[src/rtl/apb_pkg.sv]
// Shared types and defaults for the APB3 master bridge and its address decoder.
package apb_pkg;

    localparam logic [31:0] BASE_ADDR_DFLT   = 32'h1000_0000;
    localparam int unsigned REGION_BITS_DFLT = 12;
    localparam int unsigned NUM_SLAVES       = 4;
    localparam int unsigned DATA_W           = 32;

    typedef enum logic [1:0] {
        IDLE   = 2'd0,
        SETUP  = 2'd1,
        ACCESS = 2'd2
    } apb_state_t;

    typedef logic [1:0] slot_t;

endpackage

[src/rtl/apb_addr_decoder.sv]
// Maps the latched APB address to one of four slave windows and muxes that slave's response.
// Optional APB_MASTER_SLVERR_EN adds the PSLVERR inputs and a muxed sel_err output.
module apb_addr_decoder
    import apb_pkg::*;
#(
    parameter logic [31:0] BASE_ADDR   = BASE_ADDR_DFLT,
    parameter int unsigned REGION_BITS = REGION_BITS_DFLT
) (
    input  logic [31:REGION_BITS] addr_hi,
    input  logic                  active,
    input  logic                  PREADY0,
    input  logic                  PREADY1,
    input  logic                  PREADY2,
    input  logic                  PREADY3,
    input  logic [DATA_W-1:0]     PRDATA0,
    input  logic [DATA_W-1:0]     PRDATA1,
    input  logic [DATA_W-1:0]     PRDATA2,
    input  logic [DATA_W-1:0]     PRDATA3,
`ifdef APB_MASTER_SLVERR_EN
    input  logic                  PSLVERR0,
    input  logic                  PSLVERR1,
    input  logic                  PSLVERR2,
    input  logic                  PSLVERR3,
    output logic                  sel_err,
`endif
    output logic                  PSEL0,
    output logic                  PSEL1,
    output logic                  PSEL2,
    output logic                  PSEL3,
    output logic                  hit,
    output logic                  sel_ready,
    output logic [DATA_W-1:0]     sel_rdata
);

    slot_t slot;

    assign slot = slot_t'(addr_hi[REGION_BITS+1:REGION_BITS]);
    assign hit  = (addr_hi[31:REGION_BITS+2] == BASE_ADDR[31:REGION_BITS+2]);

    // An unmapped address reports ready at once with zero data so the master never stalls.
    always_comb begin
        PSEL0     = 1'b0;
        PSEL1     = 1'b0;
        PSEL2     = 1'b0;
        PSEL3     = 1'b0;
        sel_ready = 1'b1;
        sel_rdata = '0;
`ifdef APB_MASTER_SLVERR_EN
        sel_err   = 1'b0;
`endif
        if (hit) begin
            unique case (slot)
                2'd0: begin
                    PSEL0     = active;
                    sel_ready = PREADY0;
                    sel_rdata = PRDATA0;
`ifdef APB_MASTER_SLVERR_EN
                    sel_err   = PSLVERR0;
`endif
                end
                2'd1: begin
                    PSEL1     = active;
                    sel_ready = PREADY1;
                    sel_rdata = PRDATA1;
`ifdef APB_MASTER_SLVERR_EN
                    sel_err   = PSLVERR1;
`endif
                end
                2'd2: begin
                    PSEL2     = active;
                    sel_ready = PREADY2;
                    sel_rdata = PRDATA2;
`ifdef APB_MASTER_SLVERR_EN
                    sel_err   = PSLVERR2;
`endif
                end
                default: begin
                    PSEL3     = active;
                    sel_ready = PREADY3;
                    sel_rdata = PRDATA3;
`ifdef APB_MASTER_SLVERR_EN
                    sel_err   = PSLVERR3;
`endif
                end
            endcase
        end
    end

endmodule

[src/rtl/apb_master_bridge.sv]
// Single-outstanding APB3 master: one-cycle request -> SETUP/ACCESS transfer on one of four slaves.
// Optional APB_MASTER_SLVERR_EN adds PSLVERR0..3 inputs and an err output.
module apb_master_bridge
    import apb_pkg::*;
#(
    parameter logic [31:0] BASE_ADDR   = BASE_ADDR_DFLT,
    parameter int unsigned REGION_BITS = REGION_BITS_DFLT
) (
    input  logic              PCLK,
    input  logic              PRESET,
    input  logic              transfer,
    input  logic              write,
    input  logic [31:0]       addr,
    input  logic [DATA_W-1:0] wdata,
    input  logic [DATA_W-1:0] PRDATA0,
    input  logic [DATA_W-1:0] PRDATA1,
    input  logic [DATA_W-1:0] PRDATA2,
    input  logic [DATA_W-1:0] PRDATA3,
    input  logic              PREADY0,
    input  logic              PREADY1,
    input  logic              PREADY2,
    input  logic              PREADY3,
`ifdef APB_MASTER_SLVERR_EN
    input  logic              PSLVERR0,
    input  logic              PSLVERR1,
    input  logic              PSLVERR2,
    input  logic              PSLVERR3,
    output logic              err,
`endif
    output logic              ready,
    output logic [DATA_W-1:0] rdata,
    output logic [31:0]       PADDR,
    output logic              PWRITE,
    output logic              PENABLE,
    output logic [DATA_W-1:0] PWDATA,
    output logic              PSEL0,
    output logic              PSEL1,
    output logic              PSEL2,
    output logic              PSEL3
);

    apb_state_t        state, state_nxt;
    logic              hit;
    logic              sel_ready;
    logic [DATA_W-1:0] sel_rdata;
`ifdef APB_MASTER_SLVERR_EN
    logic              sel_err;
`endif

    // State register
    always_ff @(posedge PCLK) begin
        if (PRESET) state <= IDLE;
        else        state <= state_nxt;
    end

    // Request capture; held through IDLE so the bus shows the last transfer
    always_ff @(posedge PCLK) begin
        if (PRESET) begin
            PADDR  <= '0;
            PWRITE <= 1'b0;
            PWDATA <= '0;
        end else if (state == IDLE && transfer) begin
            PADDR  <= addr;
            PWRITE <= write;
            PWDATA <= wdata;
        end
    end

    // Next-state logic
    always_comb begin
        state_nxt = state;
        unique case (state)
            IDLE:    if (transfer) state_nxt = SETUP;
            SETUP:   state_nxt = ACCESS;
            ACCESS:  if (sel_ready) state_nxt = IDLE;
            default: state_nxt = IDLE;
        endcase
    end

    // Completion outputs; a reset arriving in ACCESS suppresses ready for the aborted transfer
    always_comb begin
        PENABLE = (state == ACCESS);
        ready   = (state == ACCESS) && sel_ready && !PRESET;
        rdata   = '0;
        if (ready && !PWRITE && hit) rdata = sel_rdata;
`ifdef APB_MASTER_SLVERR_EN
        err     = ready && (!hit || sel_err);
`endif
    end

    apb_addr_decoder #(
        .BASE_ADDR   (BASE_ADDR),
        .REGION_BITS (REGION_BITS)
    ) u_dec (
        .addr_hi   (PADDR[31:REGION_BITS]),
        .active    (state != IDLE),
        .PREADY0   (PREADY0),
        .PREADY1   (PREADY1),
        .PREADY2   (PREADY2),
        .PREADY3   (PREADY3),
        .PRDATA0   (PRDATA0),
        .PRDATA1   (PRDATA1),
        .PRDATA2   (PRDATA2),
        .PRDATA3   (PRDATA3),
`ifdef APB_MASTER_SLVERR_EN
        .PSLVERR0  (PSLVERR0),
        .PSLVERR1  (PSLVERR1),
        .PSLVERR2  (PSLVERR2),
        .PSLVERR3  (PSLVERR3),
        .sel_err   (sel_err),
`endif
        .PSEL0     (PSEL0),
        .PSEL1     (PSEL1),
        .PSEL2     (PSEL2),
        .PSEL3     (PSEL3),
        .hit       (hit),
        .sel_ready (sel_ready),
        .sel_rdata (sel_rdata)
    );

endmodule

[config.mk]
export PLATFORM = sky130hd
export DESIGN_NAME = apb_master_bridge
export DESIGN_NICKNAME = d
export VERILOG_FILES = /design/src/rtl/apb_pkg.sv /design/src/rtl/apb_addr_decoder.sv /design/src/rtl/apb_master_bridge.sv
export SDC_FILE = /design/constraint.sdc
export NUM_CORES = 1
export LEC_CHECK = 0
export ABC_AREA = 1
export BUFFER_PORTS_ARGS = -buffer_cell sky130_fd_sc_hd__clkbuf_2
export CORE_AREA = 5 5 115 117
export CTS_CLUSTER_DIAMETER = 150
export DETAILED_ROUTE_END_ITERATION = 7
export DIE_AREA = 0 0 120 122
export PLACE_DENSITY = 0.62
export SLEW_MARGIN = 20
export SYNTH_ARGS = -nofsm -noshare
export SYNTH_HDL_FRONTEND = slang
export SYNTH_SLANG_ARGS = --single-unit
[constraint.sdc]
create_clock -name PCLK -period 4.2 [get_ports PCLK]
set_clock_uncertainty 0.2 [all_clocks]
set_input_delay 0.21 -clock PCLK [delete_from_list [all_inputs] [get_ports PCLK]]
set_output_delay 0.21 -clock PCLK [all_outputs]
set_load 0.02 [all_outputs]
Word-level counts from Yosys, hierarchy flattened
Cells that the tools add are included.
Widths: inputs -> output; s select.
{"block": "classes", "mux": 16, "reduce_logical": 12, "n_eq_ne": 7}
{"op": "$pmux 32 s3", "n": 1}
{"op": "$mux 32", "n": 2}
{"op": "$eq 18x15->1 const B", "n": 1}
{"op": "$mux 1", "n": 9}
{"op": "$pmux 2 s3", "n": 1}
{"op": "$logic_and 1x1->1", "n": 5}
{"op": "$eq 2x1->1 const B", "n": 2}
{"op": "$eq 2x2->1 const B", "n": 2}
{"op": "$logic_not 2->1", "n": 2}
{"op": "$mux 2", "n": 2}
{"op": "$pmux 1 s3", "n": 1}
{"op": "$reduce_or 3->1", "n": 1}
{"op": "$logic_not 1->1", "n": 2}
{"op": "$ne 2x1->1 const B", "n": 1}
{"op": "$ne 2x2->1 const B", "n": 1}
{"op": "$reduce_and 2->1", "n": 1}
{"op": "$reduce_bool 2->1", "n": 1}
{"block": "totals", "ff_bits": 67, "out_inout_bits": 103, "elab_cells": 39}

Depth between registers and ports, before layout
{"block": "depth", "depth_word": 8, "depth_mapped": 9}

Hierarchy
From an unflattened synthesis, not the netlist that was laid out.
{"block": "hier_totals", "hier_cells": 762, "area_unflattened_um2": 4405.5}
{"mod": "apb_master_bridge", "area_per_inst_um2": 3234.4, "n_inst": 1, "cells_each": 512}
{"mod": "apb_addr_decoder", "area_per_inst_um2": 1171.1, "n_inst": 1, "cells_each": 250}

Worst setup path after synthesis
OpenSTA, ideal clock, no wires.
{"block": "synth_path", "kind": "register to output", "start": "reg PADDR[12]", "end": "out rdata[25]", "arrival_time_ps": 1593, "n_path_buf": 3, "path_stages_with_launch": 10, "required_ps": 3790, "path_slack_ps": 2197, "path_cell_list": "dfxtp_1 > buf_4 > inv_1 > nor2_2 > buf_4 > buf_6 > nand2_1 > nand3_1 > o21ai_0 > nor2_1"}
{"block": "synth_between", "elab_chain_len": 8, "elab_cells_between_ends": 12, "cone_classes": "eq/ne (2); mux (5); reduce/logical (5)"}
{"element": "from (decl)", "line": "apb_master_bridge.sv:32", "text": "output logic [31:0] PADDR,"}
{"element": "from (signal assigned)", "line": "apb_master_bridge.sv:63", "text": "PADDR <= addr;"}
{"element": "$eq 2x2->1, or another cell as far along", "line": "apb_addr_decoder.sv:52", "text": "unique case (slot)"}
{"element": "$pmux 1 s3", "line": "apb_addr_decoder.sv:52"}
{"element": "$mux 1", "line": "apb_addr_decoder.sv:51", "text": "if (hit) begin"}
{"element": "$logic_and 1x1->1 (2 in a row)", "line": "apb_master_bridge.sv:83", "text": "ready = (state == ACCESS) && sel_ready && !PRESET;"}
{"element": "$logic_and 1x1->1 (2 in a row)", "line": "apb_master_bridge.sv:85", "text": "if (ready && !PWRITE && hit) rdata = sel_rdata;"}
{"element": "$mux 32 (*)", "line": "apb_master_bridge.sv:85"}
{"element": "to (decl)", "line": "apb_master_bridge.sv:31", "text": "output logic [DATA_W-1:0] rdata,"}
Mark *: on every way between the ends. The rest lies on a longest branch, timed or not.

Worst setup path in the final report
{"block": "layout_path", "start": "reg PADDR[13]", "end": "out rdata[11]"}
Same word-level chain as after synthesis.

==> impl_results.md <==
* Synth cell types at 18
* CTS sink cnt at between 60 and 70
* PD cells at 329 mW/mm²
* Number of global-route vias before repair at 4548
* CP Class: register to output port
* Post-CTS Setup Inserts at 0
* Vias at ~4800
* Lkg Pwr at 3.07 nW
* Clock Root Buffer: clkbuf_16
* Final Hold Fails at 0
* Die area at between 0.01 and 0.015 mm²
* Post-Syn Area per Cell at 6.27 µm²
* Initial Util at 27.6%
* Site row count at around 40
* Post-Synthesis Cells at 539
* Pre-CTS setup slack at 1.70 ns
* Hold Buf Count CTS at 66
* Seq/Total Area, Yosys at roughly two fifths
* IO Port Bufs at approximately 300
* CP endpoint kind: output port
* Post-Layout Cell Count at between 1000 and 1500
* Overall power at between 1.5 and 2 mW
* VDD IR max at 0.269 mV
* Nets at 1084
* Final instance area at 0.00589 mm²
* Initial antenna violation count at 1
* Maximum clock path buffer count at 2
* Htree depth at 3
* CTS clk-pin slew, worst paths at 0.05 ns
* Die Y at 122 µm
* CTS tree: done
* Status: finished clean
* Final ANT Viol Nets at 0
* FF+latch count, synth at 67
* Worst setup margin at 1.38 ns
* Worst Tran Pin Value at between 1 and 1.5 ns
* Worst hold slack at 0.118 ns
* Placed cell area at around 0.0049 mm²
* Die width at 120 µm
* Slew Limit Fails at 0
* Yosys warns at 0
* Final setup vio count at 0
* CP Data Required Time at ~3.8 ns
* Reg2Reg Setup Slack at 2.36 ns
* TritonCTS buffer count at 9
* Pre-antenna DRT Iters at 4
* Hold/Removal Path Class: primary input to register
* Global-route wire length before repair at about 23 mm
* Fin crit period at 2.82 ns
* Cells after DPL at 957
* Crit path launch type: register
* Overflow after GRT at 0
* Via density at 4.60
* Area grow syn2layout at 74.2%
* # IOs at 303
* Worst-path fanout max at 40
* DRC at 0
* Post-CTS Resized at 0
* Final core occ at 48.1%
* Detailed placement HPWL at 10.7 mm
* Total of max-cap violations at 0
* Post-Syn Area at 0.00338 mm²
* Final GP Congestion at between 0.8 and 0.9
* Rel. slew slack at 31.2%
* Detailed Route Iter0 Violations at 279
* Skew-Pair Late Insertion Delay at 0.32 ns
* Unrepaired setup endpoints after global routing: no
* WL final at roughly 15 mm
* Largest net degree at the start of global routing at 73
* TNS Setup at 0 ns
* Mapped Nets at 739
* Tcrit/Tclk final at approximately two thirds
* Worst endpoint data arrival time at 2.41 ns
* Layout cells sized above 1 at 36.7%
* GRT Total Usage at 19.4%
* Wire length per cell at 14.4 µm
* Core Region at 0.0123 mm²
* Max Clk Rate at 354 MHz
-- worst max-delay path, stage by stage (launching register included) --
cell      delay (ns)
dfxtp_1         0.37
buf_4           0.35
nand2_1         0.64
o21ai_0         0.46
nor2_1          0.08
clkbuf_2        0.16
-- worst paths after layout --
check,cells past startpoint,endpoint,from
worst max-delay path,5,rdata[11],PADDR[13]
worst min-delay path,6,state[1],PREADY0
worst max register to register,5,PWDATA[27],state[1]
worst min register to register,2,PWDATA[4],PWDATA[4]
-- sequential cells by signal (all words and copies together) (netlist names) --
signal and flops:
PADDR 32, PWDATA 32, state 2, PWRITE 1
-- final cells by class --
cell class,count,area [µm²]
clock buffer,13,270
tap,150,188
timing repair buffer,374,2220
multi-input combinational,421,1820
inverter,11,41.3
sequential,67,1340
fill,1247,6370
antenna,1,2.50
clock inverter,2,10.0
-- metal layers --
layer	wire length (µm)	up-vias	track usage (%)
li1	-	2452	-
met1	5470	2063	20.4
met2	7370	223	34.1
met3	1550	38	7.06
met4	517	0	9.52
met5	0	-	0
-- cell usage after synthesis --
cell type  number  area share, %
nor2_1        165             18
clkbuf_1       27            3.0
nor2_4          1           0.33
buf_6           1           0.33
nor3_1          4           0.59
nand3_1        36            5.3
o21ai_0       121             18
nand2_1        75            8.3
nand4_1         3           0.55
buf_2           9            1.3
o21ai_1         8            1.2
inv_2           1           0.11
nor2_2          1           0.19
buf_4           3           0.67
or2_0           1           0.19
inv_1          10            1.1
a21oi_1         6           0.89
dfxtp_1        67             40
-- layout by cell type, fill, tap and decap left out, drive strengths merged --
cell type,instances
clkbuf,315
nor2,167
o21ai,129
nand2,75
dfxtp,67
dlygate4sd3,66
nand3,36
inv,11
a21oi,6
buf,6
nor3,4
nand4,3
clkinv,2
diode,1
or2,1
-- logic make-up after synthesis --
group | count (synthesis) | synth area share, %
buffers and inverters | 51 | 6.55
DFF | 67 | 39.7
and+or+nand+nor | 286 | 33.8
AOI/OAI and AO/OA | 135 | 20.0
-- power by group --
group | total (mW) | switching (mW) | internal (mW)
registers | 0.723 | 0.0314 | 0.692
logic | 0.522 | 0.300 | 0.222
clock network | 0.693 | 0.251 | 0.442
total | 1.94 | 0.583 | 1.36
No activity file was read; power rests on OpenSTA's default activity.
